### config.mk
export PLATFORM = sky130hd
export DESIGN_NAME = instr_fetch
export DESIGN_NICKNAME = d
export VERILOG_FILES = /design/src/rtl/instr_fetch_pkg.sv /design/src/rtl/instr_len_dec.sv /design/src/rtl/instr_fetch.sv
export SDC_FILE = /design/constraint.sdc
export NUM_CORES = 1
export LEC_CHECK = 0
export ABC_CLOCK_PERIOD_IN_PS = 2160
export BUFFER_PORTS_ARGS = -buffer_cell sky130_fd_sc_hd__buf_2
export CORE_MARGIN = 8
export CORE_UTILIZATION = 45
export CTS_BUF_LIST = sky130_fd_sc_hd__clkbuf_8 sky130_fd_sc_hd__clkbuf_16
export CTS_CLUSTER_SIZE = 20
export DETAILED_ROUTE_END_ITERATION = 8
export PLACE_DENSITY = 0.69
export SLEW_MARGIN = 20
export SYNTH_ARGS = -nofsm -noshare
export SYNTH_HDL_FRONTEND = slang
export SYNTH_SLANG_ARGS = --single-unit
export TNS_END_PERCENT = 50
### constraint.sdc
create_clock -name clk -period 2.16 [get_ports clk]
set_input_delay 0.108 -clock clk [delete_from_list [all_inputs] [get_ports clk]]
set_output_delay 0.108 -clock clk [all_outputs]
set_load 0.005 [all_outputs]
### src/rtl/instr_fetch_pkg.sv
// Shared ISA definitions and fetch-stage types for the instruction fetch slice.
// Opcode values must match the instruction memory image and the control unit.
package instr_fetch_pkg;

  localparam int OP_LDACI     = 0;
  localparam int OP_MVAC      = 4;
  localparam int OP_STACI     = 13;
  localparam int OP_JPNZ      = 27;
  localparam int OP_ENDOP     = 28;
  localparam int OP_NOP       = 34;
  localparam int NUM_OPCODES  = 35;
  localparam int HALT_OPCODE  = OP_ENDOP;

  typedef enum logic [2:0] {
    ST_IDLE      = 3'd0,
    ST_FETCH_OP  = 3'd1,
    ST_LATCH_OP  = 3'd2,
    ST_LATCH_ARG = 3'd3,
    ST_ISSUE     = 3'd4,
    ST_HALT      = 3'd5
  } fetch_state_t;

  // Only the immediate-carrying opcodes occupy two bytes.
  function automatic logic is_two_byte(input int unsigned op);
    return (op == OP_LDACI) || (op == OP_STACI) || (op == OP_JPNZ);
  endfunction

endpackage

### src/rtl/instr_len_dec.sv
// Combinational length/legality decode of a raw opcode byte.
// Opcodes outside the ISA are reported illegal and treated as one byte long.
module instr_len_dec
  import instr_fetch_pkg::*;
#(
  parameter int DATA_WIDTH = 8
) (
  input  logic [DATA_WIDTH-1:0] i_opcode,
  output logic                  o_has_operand,
  output logic                  o_illegal_op
);

  logic w_illegal;

  assign w_illegal     = (i_opcode > DATA_WIDTH'(NUM_OPCODES - 1));
  assign o_illegal_op  = w_illegal;
  assign o_has_operand = !w_illegal &&
                         ((i_opcode == DATA_WIDTH'(OP_LDACI)) ||
                          (i_opcode == DATA_WIDTH'(OP_STACI)) ||
                          (i_opcode == DATA_WIDTH'(OP_JPNZ)));

endmodule

### src/rtl/instr_fetch.sv
// Fetch stage: drives instruction memory, assembles opcode + optional operand,
// and hands complete instructions to the control unit over valid/ready.
module instr_fetch
  import instr_fetch_pkg::*;
#(
  parameter int DATA_WIDTH  = 8,
  parameter int ADDR_WIDTH  = 8,
  parameter int HALT_OPCODE = 28
) (
  input  logic                  clk,
  input  logic                  rst_n,
  input  logic                  start,
  output logic [ADDR_WIDTH-1:0] r_addr,
  input  logic [DATA_WIDTH-1:0] r_instr,
  output logic                  instr_valid,
  input  logic                  instr_ready,
  output logic [DATA_WIDTH-1:0] opcode,
  output logic [DATA_WIDTH-1:0] operand,
  output logic                  has_operand,
  output logic                  illegal_op,
  output logic [ADDR_WIDTH-1:0] pc,
  input  logic                  redirect,
  input  logic [ADDR_WIDTH-1:0] redirect_addr,
  output logic                  halted
);

  fetch_state_t          r_state;
  fetch_state_t          w_state_next;
  logic [ADDR_WIDTH-1:0] r_pc;
  logic [ADDR_WIDTH-1:0] r_pc_next;
  logic [DATA_WIDTH-1:0] r_opcode;
  logic [DATA_WIDTH-1:0] r_operand;
  logic                  r_has_operand;
  logic                  r_illegal_op;
  logic                  r_halted;
  logic                  w_accept;
  logic                  w_is_halt;
  logic                  w_dec_has_operand;
  logic                  w_dec_illegal;

  // Decode the byte arriving from memory so length is known in LATCH_OP.
  instr_len_dec #(
    .DATA_WIDTH (DATA_WIDTH)
  ) u_len_dec (
    .i_opcode      (r_instr),
    .o_has_operand (w_dec_has_operand),
    .o_illegal_op  (w_dec_illegal)
  );

  assign w_accept  = (r_state == ST_ISSUE) && instr_ready;
  assign w_is_halt = (r_opcode == DATA_WIDTH'(HALT_OPCODE));

  always_ff @(posedge clk or negedge rst_n) begin
    if (!rst_n) begin
      r_state <= ST_IDLE;
    end else begin
      r_state <= w_state_next;
    end
  end

  always_comb begin
    w_state_next = r_state;
    case (r_state)
      ST_IDLE: begin
        if (start) w_state_next = ST_FETCH_OP;
      end
      ST_FETCH_OP: begin
        w_state_next = ST_LATCH_OP;
      end
      ST_LATCH_OP: begin
        w_state_next = w_dec_has_operand ? ST_LATCH_ARG : ST_ISSUE;
      end
      ST_LATCH_ARG: begin
        w_state_next = ST_ISSUE;
      end
      ST_ISSUE: begin
        if (w_accept) w_state_next = w_is_halt ? ST_HALT : ST_FETCH_OP;
      end
      ST_HALT: begin
        if (start) w_state_next = ST_FETCH_OP;
      end
      default: begin
        w_state_next = ST_IDLE;
      end
    endcase
  end

  always_ff @(posedge clk or negedge rst_n) begin
    if (!rst_n) begin
      r_pc          <= '0;
      r_pc_next     <= '0;
      r_opcode      <= '0;
      r_operand     <= '0;
      r_has_operand <= 1'b0;
      r_illegal_op  <= 1'b0;
      r_halted      <= 1'b0;
    end else begin
      case (r_state)
        ST_IDLE: begin
          if (start) r_pc <= '0;
        end
        ST_LATCH_OP: begin
          r_opcode      <= r_instr;
          r_has_operand <= w_dec_has_operand;
          r_illegal_op  <= w_dec_illegal;
          if (!w_dec_has_operand) begin
            r_operand <= '0;
            r_pc_next <= r_pc + ADDR_WIDTH'(1);
          end
        end
        ST_LATCH_ARG: begin
          r_operand <= r_instr;
          r_pc_next <= r_pc + ADDR_WIDTH'(2);
        end
        ST_ISSUE: begin
          // Halt wins over redirect; pc stays on the ENDOP byte.
          if (w_accept) begin
            if (w_is_halt) begin
              r_halted <= 1'b1;
            end else if (redirect) begin
              r_pc <= redirect_addr;
            end else begin
              r_pc <= r_pc_next;
            end
          end
        end
        ST_HALT: begin
          if (start) begin
            r_pc     <= '0;
            r_halted <= 1'b0;
          end
        end
        default: begin
        end
      endcase
    end
  end

  // Operand byte is requested while the opcode is being latched; wraps naturally.
  assign r_addr      = (r_state == ST_LATCH_OP) ? (r_pc + ADDR_WIDTH'(1)) : r_pc;
  assign instr_valid = (r_state == ST_ISSUE);
  assign opcode      = r_opcode;
  assign operand     = r_operand;
  assign has_operand = r_has_operand;
  assign illegal_op  = r_illegal_op;
  assign pc          = r_pc;
  assign halted      = r_halted;

endmodule

**Word level (Yosys, flattened, before mapping)**

Cells that the tools add are included.

- Register bits after elaboration: 38
- Output and inout port bits: 36

- $add $sub $neg: 2
- Order comparisons: 1
- Equal/unequal tests: 14
- Muxes and demuxes: 19
- Reductions and logical operators: 15

Operators with widths:

| kind | number |
|---|---|
| $mux W8 | 7 |
| $pmux W8 S2 | 3 |
| $eq A8 B5 Y1 const B | 2 |
| $pmux W3 S5 | 1 |
| $mux W3 | 4 |
| $add A8 B1 Y8 const B | 1 |
| $add A8 B2 Y8 const B | 1 |
| $eq A8 B4 Y1 const B | 1 |
| $gt A8 B6 Y1 const B | 1 |
| $logic_not A8 Y1 | 1 |
| $reduce_and A4 Y1 | 2 |
| $eq A3 B2 Y1 const B | 2 |
| $eq A3 B3 Y1 const B | 2 |
| $ne A2 B1 Y1 const B | 3 |
| $ne A2 B2 Y1 const B | 3 |
| $reduce_bool A2 Y1 | 3 |
| $reduce_and A2 Y1 | 2 |
| $eq A3 B1 Y1 const B | 1 |
| $logic_not A3 Y1 | 1 |
| $mux W1 | 3 |
| $logic_and A1 B1 Y1 | 2 |
| $logic_or A1 B1 Y1 | 2 |
| $pmux W1 S2 | 1 |
| $reduce_or A2 Y1 | 1 |
| $logic_not A1 Y1 | 1 |

**Longest topological paths before layout**

- Depth after elaboration: 6
- Depth in mapped cells: 7
- Mapped depth without buffers: 6

**Hierarchy**

Synthesis repeated with hierarchy kept, for this count alone.

- Cell total of the unflattened synthesis: 189
- Area total of the unflattened synthesis: 1996.9 um^2

Modules (own cells, without submodules):

| module | instances | cells each | area an instance (um^2) | seq. area each (um^2) |
|---|---|---|---|---|
| instr_fetch | 1 | 179 | 1935.6 | 950.9 |
| instr_len_dec | 1 | 10 | 61.3 | 0.0 |

**Least setup slack after synthesis**

OpenSTA, ideal clock, no wires.

- Path type: reg2reg
- Start point: register r_opcode[5] (netlist: opcode[5])
- End point: register r_pc[0] (netlist: pc[0])
- Setup time: 0.125 ns
- Data arrival time: 1.665 ns
- Setup slack: 0.371 ns
- Stages on the path, launching flop included: 6
- Buffers on the path: 0
- Clock period less this slack: 1.789 ns
- Path through: dfrtp_1 nor4b_1 nand3_1 nor4_1 a221oi_4 mux2_2

- Cells in the longest elaborated chain, start to end: 3

RTL lines:

| item | RTL line | source |
|---|---|---|
| start, declared | instr_fetch.sv:31 | `logic [DATA_WIDTH-1:0] r_opcode;` |
| start signal, assigned | instr_fetch.sv:103 | `r_opcode <= r_instr;` |
| $eq A8 B5 Y1 | instr_fetch.sv:51 | `assign w_is_halt = (r_opcode == DATA_WIDTH'(HALT_OPCODE));` |
| $ne A2 B2 Y1 (no line) | n/a |  |
| $reduce_and A4 Y1 (no line) | n/a |  |
| end signal, assigned | instr_fetch.sv:121 | `r_pc <= redirect_addr;` |
| end signal, assigned | instr_fetch.sv:123 | `r_pc <= r_pc_next;` |
| end, declared | instr_fetch.sv:29 | `logic [ADDR_WIDTH-1:0] r_pc;` |

No other way between the ends.
A chain may end at the register's enable or synchronous reset.

**Worst setup path in the final report**

- Start point: register r_state[0]
- End point: output r_addr[1]

- Cells in the longest elaborated chain, start to end: 2

RTL lines:

| item | RTL line | source |
|---|---|---|
| start, declared | instr_fetch.sv:27 | `fetch_state_t r_state;` |
| start signal, assigned | instr_fetch.sv:57 | `r_state <= w_state_next;` |
| $eq A3 B2 Y1 | instr_fetch.sv:140 | `assign r_addr = (r_state == ST_LATCH_OP) ? (r_pc + ADDR_WIDTH'(1)) : r_pc;` |
| $mux W8 | instr_fetch.sv:140 |  |
| end, declared | instr_fetch.sv:13 | `output logic [ADDR_WIDTH-1:0] r_addr,` |

No other way between the ends.

==> out/qor.yml <==
outcome: "completed"
synth_seq_cells: 38
min_period_over_period_pct: 93.3
clkPwrFrac_pct: 20.6
track_usage_pct: 15.6
ys_async_sr_fraction_pct: 100
path_clk_slew_ps: 80
drv_cap: 0
final_core_util_pct: 56.6
hold_viol: 0
ir_drop_mv: 0.696
routed_wl_um: 5340
firstDrtPassIters: 4
postSynthCellCount: 216
yosysWarnings: 0
dp_cells: 320
synth_top_area_cell: "dfrtp_1"
crit_chain: "buf_4 -> nor2_1 -> buf_4 -> nand2_1 -> nand2_1 -> buf_2"
layout.nets: 297
path_class: "flop to primary output"
synthFlopType: "dfrtp_1"
cp_slowest_stage_delay_ps: 500
fp.dieH_um: 84.9
internal_power_w: 0.00227
first_iter_violations: 93
core.rowCount: 25
grt_pass1_vias: 1806
p_seq_share_pct: 37.6
cts_tree: "yes"
worstSetupStartpointType: "flop"
rsz0062_at_grt: "no"
viasPerCell: 5.50
antennaDiodeCount: 0
worst_pin_slew_ps: 867
vias: 1810
slowest_stage: "dfrtp_1"
setup_tns_ps: 0
cts_max_level: 2
final_cells: 329
die_area_sq_um: 7200
min_period_ps: 2010
syn_nets: 239
synth_area_leaders: "dfrtp_1 45%, mux2_2 7.4%, nand2_1 7.0%"
hpwlAfterDp_um: 3960
p_sw_share_pct: 37.1
drtAntennaViolNets: 0
antenna_found_initial: 0
path_max_fanout: 11
final_common_cell: "buf_2"
drive_gt1_share_pct: 37.8
syn_area_sq_um: 2130
finalSetupViolCount: 0
io_buffers: 56
grt-ovfl-total: 0
ys_types: 47
power.leakage_nw: 1.31
wl_per_cell_um: 16.2
clock_path_buffers: 2
finalPower_w: 0.00362
timing.fmax_mhz: 496
drcViolationCount: 0
start_util_pct: 45.8
power.share.combinational_pct: 41.8
finClkSkew_ps: 4.85
clock_latency_ps: 290
die_w_um: 84.9
synth_edf_count: 0
num_io_pins: 57
worst_setup_path_end_kind: "primary output"
place_congestion: 0.827
timing.slew.headroom_pct: 42.2
cp.required_ps: 2050
finalMaxSlewViolations: 0
synth.avg_cell_area_sq_um: 9.88
reg2reg_slack_ps: 230
layout_common_cells: "56 x buf_2, 40 x nand2_1, 34 x dfrtp_1, 19 x nor2_1, 14 x mux2_2"
synth_top_area_share_pct: 44.5
core_sq_um: 4660
grt_pass1_wl_um: 9050
root_buffer: "clkbuf_8"
min_path_type: "input port to flop"
area_growth_pct: 23.5
cts_made_buffers: 5
switchingPower_w: 0.00134
grt_max_degree: 39
clkSinkCount: 38
powerDensity_nw_per_um2: 1370
critPathArrivalTime_ps: 1910
synth-seq-area-share_pct: 44.5
-- sequential cells by signal (all words and copies together), names as in the netlist --
signal	count
operand	8
r_state	3
opcode	8
pc	8
halted	1
r_pc_next	8
has_operand	1
illegal_op	1
-- area by class of cell --
class / instances / area [sq um]
multi-input cells: 162 / 1120
well taps: 54 / 67.6
flip-flops and latches: 38 / 956
inverters: 3 / 11.3
clock inverters: 2 / 60.1
repair buffers: 64 / 343
fillers: 412 / 2020
clock buffers: 6 / 82.6
-- cell usage after synthesis, drive strengths merged, types with 3 or more instances --
cell / number
xnor2: 9
mux2: 14
nor2: 20
inv: 3
xor2: 4
nand3: 7
a22o: 8
nand2: 40
dfrtp: 38
nor3: 4
o21ai: 9
nand2b: 3
mux2i: 9
buf: 3
clkbuf: 10
or3b: 3
-- stage by stage --
| stage | area [sq um] | setup slack (ps) | hold slack, ps |
|---|---|---|---|
| 2_1_floorplan | 2130 | 371 | -188 |
| 6_report | 2640 | 146 | 49.7 |
| 4_1_cts | 2630 | 52.4 | 45.8 |
| 3_3_place_gp | 2470 | 283 | 257 |
| 3_5_place_dp | 2470 | 231 | 263 |
| 5_1_grt | 2640 | 29.7 | 62.8 |
-- timing repair --
action                     4_1_cts  5_1_grt
gates resized for setup          2        4
hold buffers                     1        0
hold endpoints to repair        38        0
pin swaps                        0        0
setup buffers                    0        0
setup endpoints to repair        1        3
-- critical path: cells and delay by family (launching register included) --
family	cells	cell delay [ps]
flip-flops	1	500
buffers and inverters	3	600
AND/OR/NAND/NOR	3	510
-- metal layers --
layer / share of wire [%] / wire [um] / track usage [%] / vias to the layer above
met5: 0 / 0 / 0 / -
met4: 1.5 / 79 / 4.85 / 0
met3: 7.5 / 401 / 6.08 / 7
met2: 45 / 2420 / 23.3 / 61
met1: 46 / 2440 / 20.1 / 866
li1: - / - / - / 876
-- cells by family (layout without fill, tap and decap cells) --
family	count (synthesis)	in the layout	share of synthesized area [%]
simple gates	90	90	19.6
flops	38	38	44.5
compound gates	34	34	14.3
mux	23	23	11.6
buf+inv	16	75	3.40
xor+xnor	13	13	5.33
fa+ha+maj	2	2	1.17
-- path summary, 6_finish.rpt --
kind | from | end | depth (start not counted)
worst max-delay path | r_state[0] | r_addr[1] | 6
worst min-delay path | r_instr[6] | opcode[6] | 3
worst max register to register | r_state[0] | pc[2] | 4
worst min register to register | has_operand | has_operand | 2
max in group asynchronous | rst_n | r_state[1] | 2
min in group asynchronous | rst_n | r_pc_next[6] | 2
-- power by group through the flow --
| stage | registers (W) | logic (W) | clock network [W] |
|---|---|---|---|
| finish | 0.00136 | 0.00151 | 0.000745 |
| detailed placement | 0.00136 | 0.00152 | 0 |
| CTS | 0.00135 | 0.00153 | 0.000763 |
| global route | 0.00142 | 0.00171 | 0.000793 |
| floorplan | 0.00122 | 0.00106 | 0 |
| global placement | 0.00135 | 0.00149 | 0 |
Power figures use the tool's default switching activity.
